$ cat config.mk
export PLATFORM = sky130hd
export DESIGN_NAME = tick_scheduler
export DESIGN_NICKNAME = d
export VERILOG_FILES = /design/src/rtl/tick_scheduler.sv
export SDC_FILE = /design/constraint.sdc
export NUM_CORES = 1
export LEC_CHECK = 0
export CAP_MARGIN = 25
export CORE_MARGIN = 4
export CORE_UTILIZATION = 62
export CTS_CLUSTER_SIZE = 25
export DETAILED_ROUTE_END_ITERATION = 10
export PLACE_DENSITY = 0.79
export SYNTH_ARGS = -nofsm -noshare
export SYNTH_HDL_FRONTEND = slang
export SYNTH_SLANG_ARGS = --single-unit
$ cat constraint.sdc
create_clock -name clk -period 3.3 [get_ports clk]
set_clock_uncertainty 0.2 [all_clocks]
set_input_delay 0.66 -clock clk [delete_from_list [all_inputs] [get_ports clk]]
set_output_delay 0.66 -clock clk [all_outputs]
set_load 0.02 [all_outputs]
$ cat src/rtl/tick_scheduler.sv
// Shared prescaler plus four programmable tick/square-wave channels for the XO game's slow timing.
// Define TICK_SCHED_SQUARE_EN to build the per-channel square-wave toggle flops; otherwise sq is tied low.
module tick_scheduler #(
  parameter int PRESCALE = 100000,
  parameter int PRE_SIZE = 17,
  parameter int DIV_SIZE = 10
) (
  input  logic                clk,
  input  logic                reset,
  input  logic                enable,
  input  logic                cfg_valid,
  output logic                cfg_ready,
  input  logic [1:0]          cfg_chan,
  input  logic [DIV_SIZE-1:0] cfg_div,
  output logic                base_tick,
  output logic [3:0]          tick,
  output logic [3:0]          sq
);

  localparam logic [0:0] ST_IDLE = 1'b0;
  localparam logic [0:0] ST_LOAD = 1'b1;

  localparam logic [PRE_SIZE-1:0] PCNT_LAST = PRE_SIZE'(PRESCALE - 1);
  localparam logic [DIV_SIZE-1:0] DIV_ONE   = DIV_SIZE'(1);

  // ------------------------------------------------------------------
  // Prescaler
  // ------------------------------------------------------------------
  logic [PRE_SIZE-1:0] pcnt_q, pcnt_d;
  logic                base_tick_q, base_tick_d;

  always_comb begin
    pcnt_d      = pcnt_q;
    base_tick_d = 1'b0;
    if (enable) begin
      if (pcnt_q == PCNT_LAST) begin
        pcnt_d      = '0;
        base_tick_d = 1'b1;
      end else begin
        pcnt_d = pcnt_q + 1'b1;
      end
    end
  end

  always_ff @(posedge clk or negedge reset) begin
    if (!reset) begin
      pcnt_q      <= '0;
      base_tick_q <= 1'b0;
    end else begin
      pcnt_q      <= pcnt_d;
      base_tick_q <= base_tick_d;
    end
  end

  assign base_tick = base_tick_q;

  // ------------------------------------------------------------------
  // Configuration handshake: IDLE accepts, LOAD writes the channel
  // ------------------------------------------------------------------
  logic [0:0]          state_q, state_d;
  logic [1:0]          chan_q, chan_d;
  logic [DIV_SIZE-1:0] ldiv_q, ldiv_d;

  always_comb begin
    state_d = state_q;
    chan_d  = chan_q;
    ldiv_d  = ldiv_q;
    case (state_q)
      ST_IDLE: begin
        if (cfg_valid) begin
          chan_d  = cfg_chan;
          ldiv_d  = cfg_div;
          state_d = ST_LOAD;
        end
      end
      ST_LOAD: state_d = ST_IDLE;
      default: state_d = ST_IDLE;
    endcase
  end

  always_ff @(posedge clk or negedge reset) begin
    if (!reset) begin
      state_q <= ST_IDLE;
      chan_q  <= 2'd0;
      ldiv_q  <= '0;
    end else begin
      state_q <= state_d;
      chan_q  <= chan_d;
      ldiv_q  <= ldiv_d;
    end
  end

  assign cfg_ready = (state_q == ST_IDLE);

  // ------------------------------------------------------------------
  // Channels
  // ------------------------------------------------------------------
  for (genvar gi = 0; gi < 4; gi++) begin : g_chan
    logic [DIV_SIZE-1:0] div_q, div_d;
    logic [DIV_SIZE-1:0] cnt_q, cnt_d;
    logic                tick_q, tick_d;
    logic                load_hit;
    logic                step;
    logic                wrap;

    // A LOAD aimed at this channel takes priority over a coincident base tick.
    assign load_hit = (state_q == ST_LOAD) && (chan_q == 2'(gi));
    assign step     = base_tick_q && (div_q != '0);
    assign wrap     = (cnt_q == (div_q - DIV_ONE));

    always_comb begin
      div_d  = div_q;
      cnt_d  = cnt_q;
      tick_d = 1'b0;
      if (load_hit) begin
        div_d = ldiv_q;
        cnt_d = '0;
      end else if (step) begin
        if (wrap) begin
          cnt_d  = '0;
          tick_d = 1'b1;
        end else begin
          cnt_d = cnt_q + 1'b1;
        end
      end
    end

    always_ff @(posedge clk or negedge reset) begin
      if (!reset) begin
        div_q  <= '0;
        cnt_q  <= '0;
        tick_q <= 1'b0;
      end else begin
        div_q  <= div_d;
        cnt_q  <= cnt_d;
        tick_q <= tick_d;
      end
    end

    assign tick[gi] = tick_q;

`ifdef TICK_SCHED_SQUARE_EN
    logic sq_q, sq_d;

    always_comb begin
      sq_d = sq_q;
      if (load_hit) begin
        sq_d = 1'b0;
      end else if (step && wrap) begin
        sq_d = ~sq_q;
      end
    end

    always_ff @(posedge clk or negedge reset) begin
      if (!reset) begin
        sq_q <= 1'b0;
      end else begin
        sq_q <= sq_d;
      end
    end

    assign sq[gi] = sq_q;
`else
    assign sq[gi] = 1'b0;
`endif
  end

endmodule

==> impl_metrics.py <==
metrics = {
    "run_status": {
        "status": "completed",
    },
    "critical_path": {
        "path_max_fanout": 6,
        "required_ps": 3500,
        "cp-start-kind": "flop",
        "r2r_cells": 9,
        "worstSetupPathType": "flop to flop",
        "arrival_ps": 3020,
        "critPathCaptureType": "flop",
    },
    "sta": {
        "worst_pin_slew_ps": 853,
        "holdWs_ps": 301,
        "fin_setup_tns_ps": 0,
        "hold_viol_final": 0,
        "period_needed_ps": 2820,
        "report.final.slew_viol_count": 0,
        "finalCritPeriodShare": 0.855,
        "setup_viol": 0,
        "rsz0062_at_grt": "no",
        "max_freq_mhz": 355,
        "max_slew_margin": 0.431,
    },
    "clocking": {
        "clockBufferDepth": 2,
        "ctsResizeCount": 0,
        "cts.sinks": 115,
        "tritoncts": "built",
        "htreeDepth": 4,
        "cts_hold_buffers": 1,
        "cts.clk_slew.worst_paths_ps": 50,
        "numCtsBuffers": 17,
        "post_cts_buffers": 0,
        "cts-root-buf": "clkbuf_8",
        "clock_latency_ps": 530,
    },
    "routing": {
        "vias": 5371,
        "finalWirelength_mm": 14.9,
        "drt_pass1_iterations": 5,
        "antenna_left": 0,
        "drc": 0,
        "dr.first_iter.drc_count": 389,
        "vias_per_cell": 5.99,
        "wl_per_cell_um": 16.6,
    },
    "layout": {
        "drive_above_1_share": 0.102,
        "finalInstanceArea_um2": 7460,
        "final_cells": 897,
        "layout.nets": 774,
        "layout_commonest_cell": "nand2_1",
        "diodes": 0,
        "layout_common_cells": "153 x nand2_1, 115 x dfrtp_1, 48 x o21ai_0, 43 x xnor2_1, 41 x nor2_1",
        "nFillCells": 768,
        "multiInputGateArea_um2": 3500,
        "register_area_um2": 2880,
        "syn_to_final_growth_pct": 12.1,
    },
    "power": {
        "pwr-share-comb": 0.283,
        "p_seq_frac": 0.395,
        "power_per_cell_area_nw_per_um2": 695,
        "fin_total_pwr_mw": 5.18,
        "power.switching_mw": 1.78,
        "clock_power_share": 0.323,
        "p_int_mw": 3.40,
        "power_leakage_nw": 3.21,
        "p_sw_frac": 0.344,
        "ir_drop_mv": 0.551,
    },
    "yosys": {
        "async_flop_share": 1.00,
        "synth_top_area_cell": "dfrtp_1",
        "synth_edf_count": 0,
        "yosys_warnings": 0,
        "synth-seq-area-share": 0.433,
        "synth_cell_type_count": 70,
        "synth.ff_latch_count": 115,
        "synth_top_area_frac": 0.433,
        "synth_cells": 739,
        "yosys-top-cells-area": "dfrtp_1 43%, nand2_1 8.6%, xnor2_1 5.7%, xor2_1 4.9%, o21ai_0 3.6%",
        "postSynthAreaPerCell_um2": 9.00,
        "synth-main-ff-cell": "dfrtp_1",
        "synth_area_um2": 6650,
    },
    "min_path": {
        "hold_class": "flop to flop",
        "whs_path_depth": 1,
    },
    "global_routing": {
        "overflow": 0,
        "first_global_vias": 5441,
        "grt_pass1_wl_mm": 26.0,
        "grt_usage": 0.257,
        "grt_max_degree": 49,
        "antenna_found_initial": 0,
    },
    "placed_design": {
        "portBuffers": 21,
        "gp_congestion": 0.885,
        "dp.cells": 865,
        "place_area_um2": 6910,
        "dp_hpwl_mm": 10.3,
    },
    "flow_run": {
        "max_cap_viol_count": 0,
    },
    "floorplan": {
        "dieArea_um2": 12500,
        "start_util": 0.642,
        "rows": 37,
        "die-height_um": 112,
        "pin_count": 26,
        "die_w_um": 112,
        "coreArea_um2": 10400,
    },
}
## power groups by stage
stage / Sequential, mW / Clock (mW) / Combinational, mW
floorplan: 1.93 / 0 / 1.23
global placement: 2.04 / 0 / 1.37
detailed placement: 2.06 / 0 / 1.45
CTS: 2.04 / 1.70 / 1.46
global route: 2.10 / 1.77 / 1.65
finish: 2.05 / 1.67 / 1.46
## cell usage after synthesis (7+ instances only)
cell,n
nor3_1,24
buf_4,9
nor2_1,41
a21oi_1,7
dfrtp_1,115
ha_1,9
nand2_1,153
clkbuf_1,25
nand4_1,16
or2_2,7
a211oi_1,8
xor2_1,37
o21ai_0,48
nor4_1,8
and3_1,16
nand3_1,35
xnor2_1,43
mux2_2,12
inv_1,19
## critical path, stage by stage (launching register included)
cell	delay, ps
dfrtp_1	410
inv_1	80
ha_1	250
or3b_4	440
nor4_2	200
xnor2_1	110
a2111oi_1	350
o211ai_1	260
o21ai_2	300
nor2_1	90
## routing by layer
metal / GRT usage / vias to the layer above / routed length, um
met4: 0.125 / 0 / 437
li1: - / 2575 / -
met5: 0 / - / 0
met2: 0.437 / 140 / 7480
met3: 0.0505 / 37 / 540
met1: 0.314 / 2619 / 6430
## flip-flops by register name (all words and copies together) (netlist names)
signal and flops:
g_chan.cnt_q 40, g_chan.div_q 40, pcnt_q 17, ldiv_q 10, g_chan.tick_q 4, chan_q 2, base_tick 1, state_q 1
## final cells by class
| cell class | count | share of cell area |
|---|---|---|
| multi-input combinational | 565 | 0.470 |
| sequential | 115 | 0.386 |
| clock buffer | 27 | 0.0659 |
| timing repair buffer | 31 | 0.0399 |
| tap | 136 | 0.0228 |
| inverter | 19 | 0.00956 |
| clock inverter | 4 | 0.00637 |
## final timing paths
check	slack, ps	from	end
max reg2reg	480	g_chan[3].div_q[0]$_DFFE_PN0P_	g_chan[3].cnt_q[8]$_DFFE_PN0P_
min reg2reg	300	pcnt_q[14]$_DFFE_PN0P_	pcnt_q[14]$_DFFE_PN0P_
max	480	g_chan[3].div_q[0]$_DFFE_PN0P_	g_chan[3].cnt_q[8]$_DFFE_PN0P_
max in group asynchronous	1680	reset	g_chan[0].cnt_q[4]$_DFFE_PN0P_
min in group asynchronous	480	reset	g_chan[0].tick_q$_DFF_PN0_
min	300	pcnt_q[14]$_DFFE_PN0P_	pcnt_q[14]$_DFFE_PN0P_
## kinds of logic (layout without fill, tap and decap cells)
group                    after synthesis  after routing  synth area share
flip-flops                           115            115             0.433
adder cells (fa/ha/maj)                9              9            0.0169
AND/OR/NAND/NOR                      350            350             0.261
XOR/XNOR                              81             81             0.109
multiplexers                          13             13            0.0218
AO/OA/AOI/OAI                        108            108             0.115
other                                  1              4          0.000564
buffers and inverters                 62             81            0.0434
## metrics by stage
| stage | setup slack, ps | utilization |
|---|---|---|
| floorplan | 745 | - |
| global route | 231 | 0.719 |
| CTS | 463 | 0.719 |
| detailed placement | 342 | 0.666 |
| finish | 480 | 0.719 |
| global placement | 495 | 0.666 |
(Power assumes the default switching activity.)
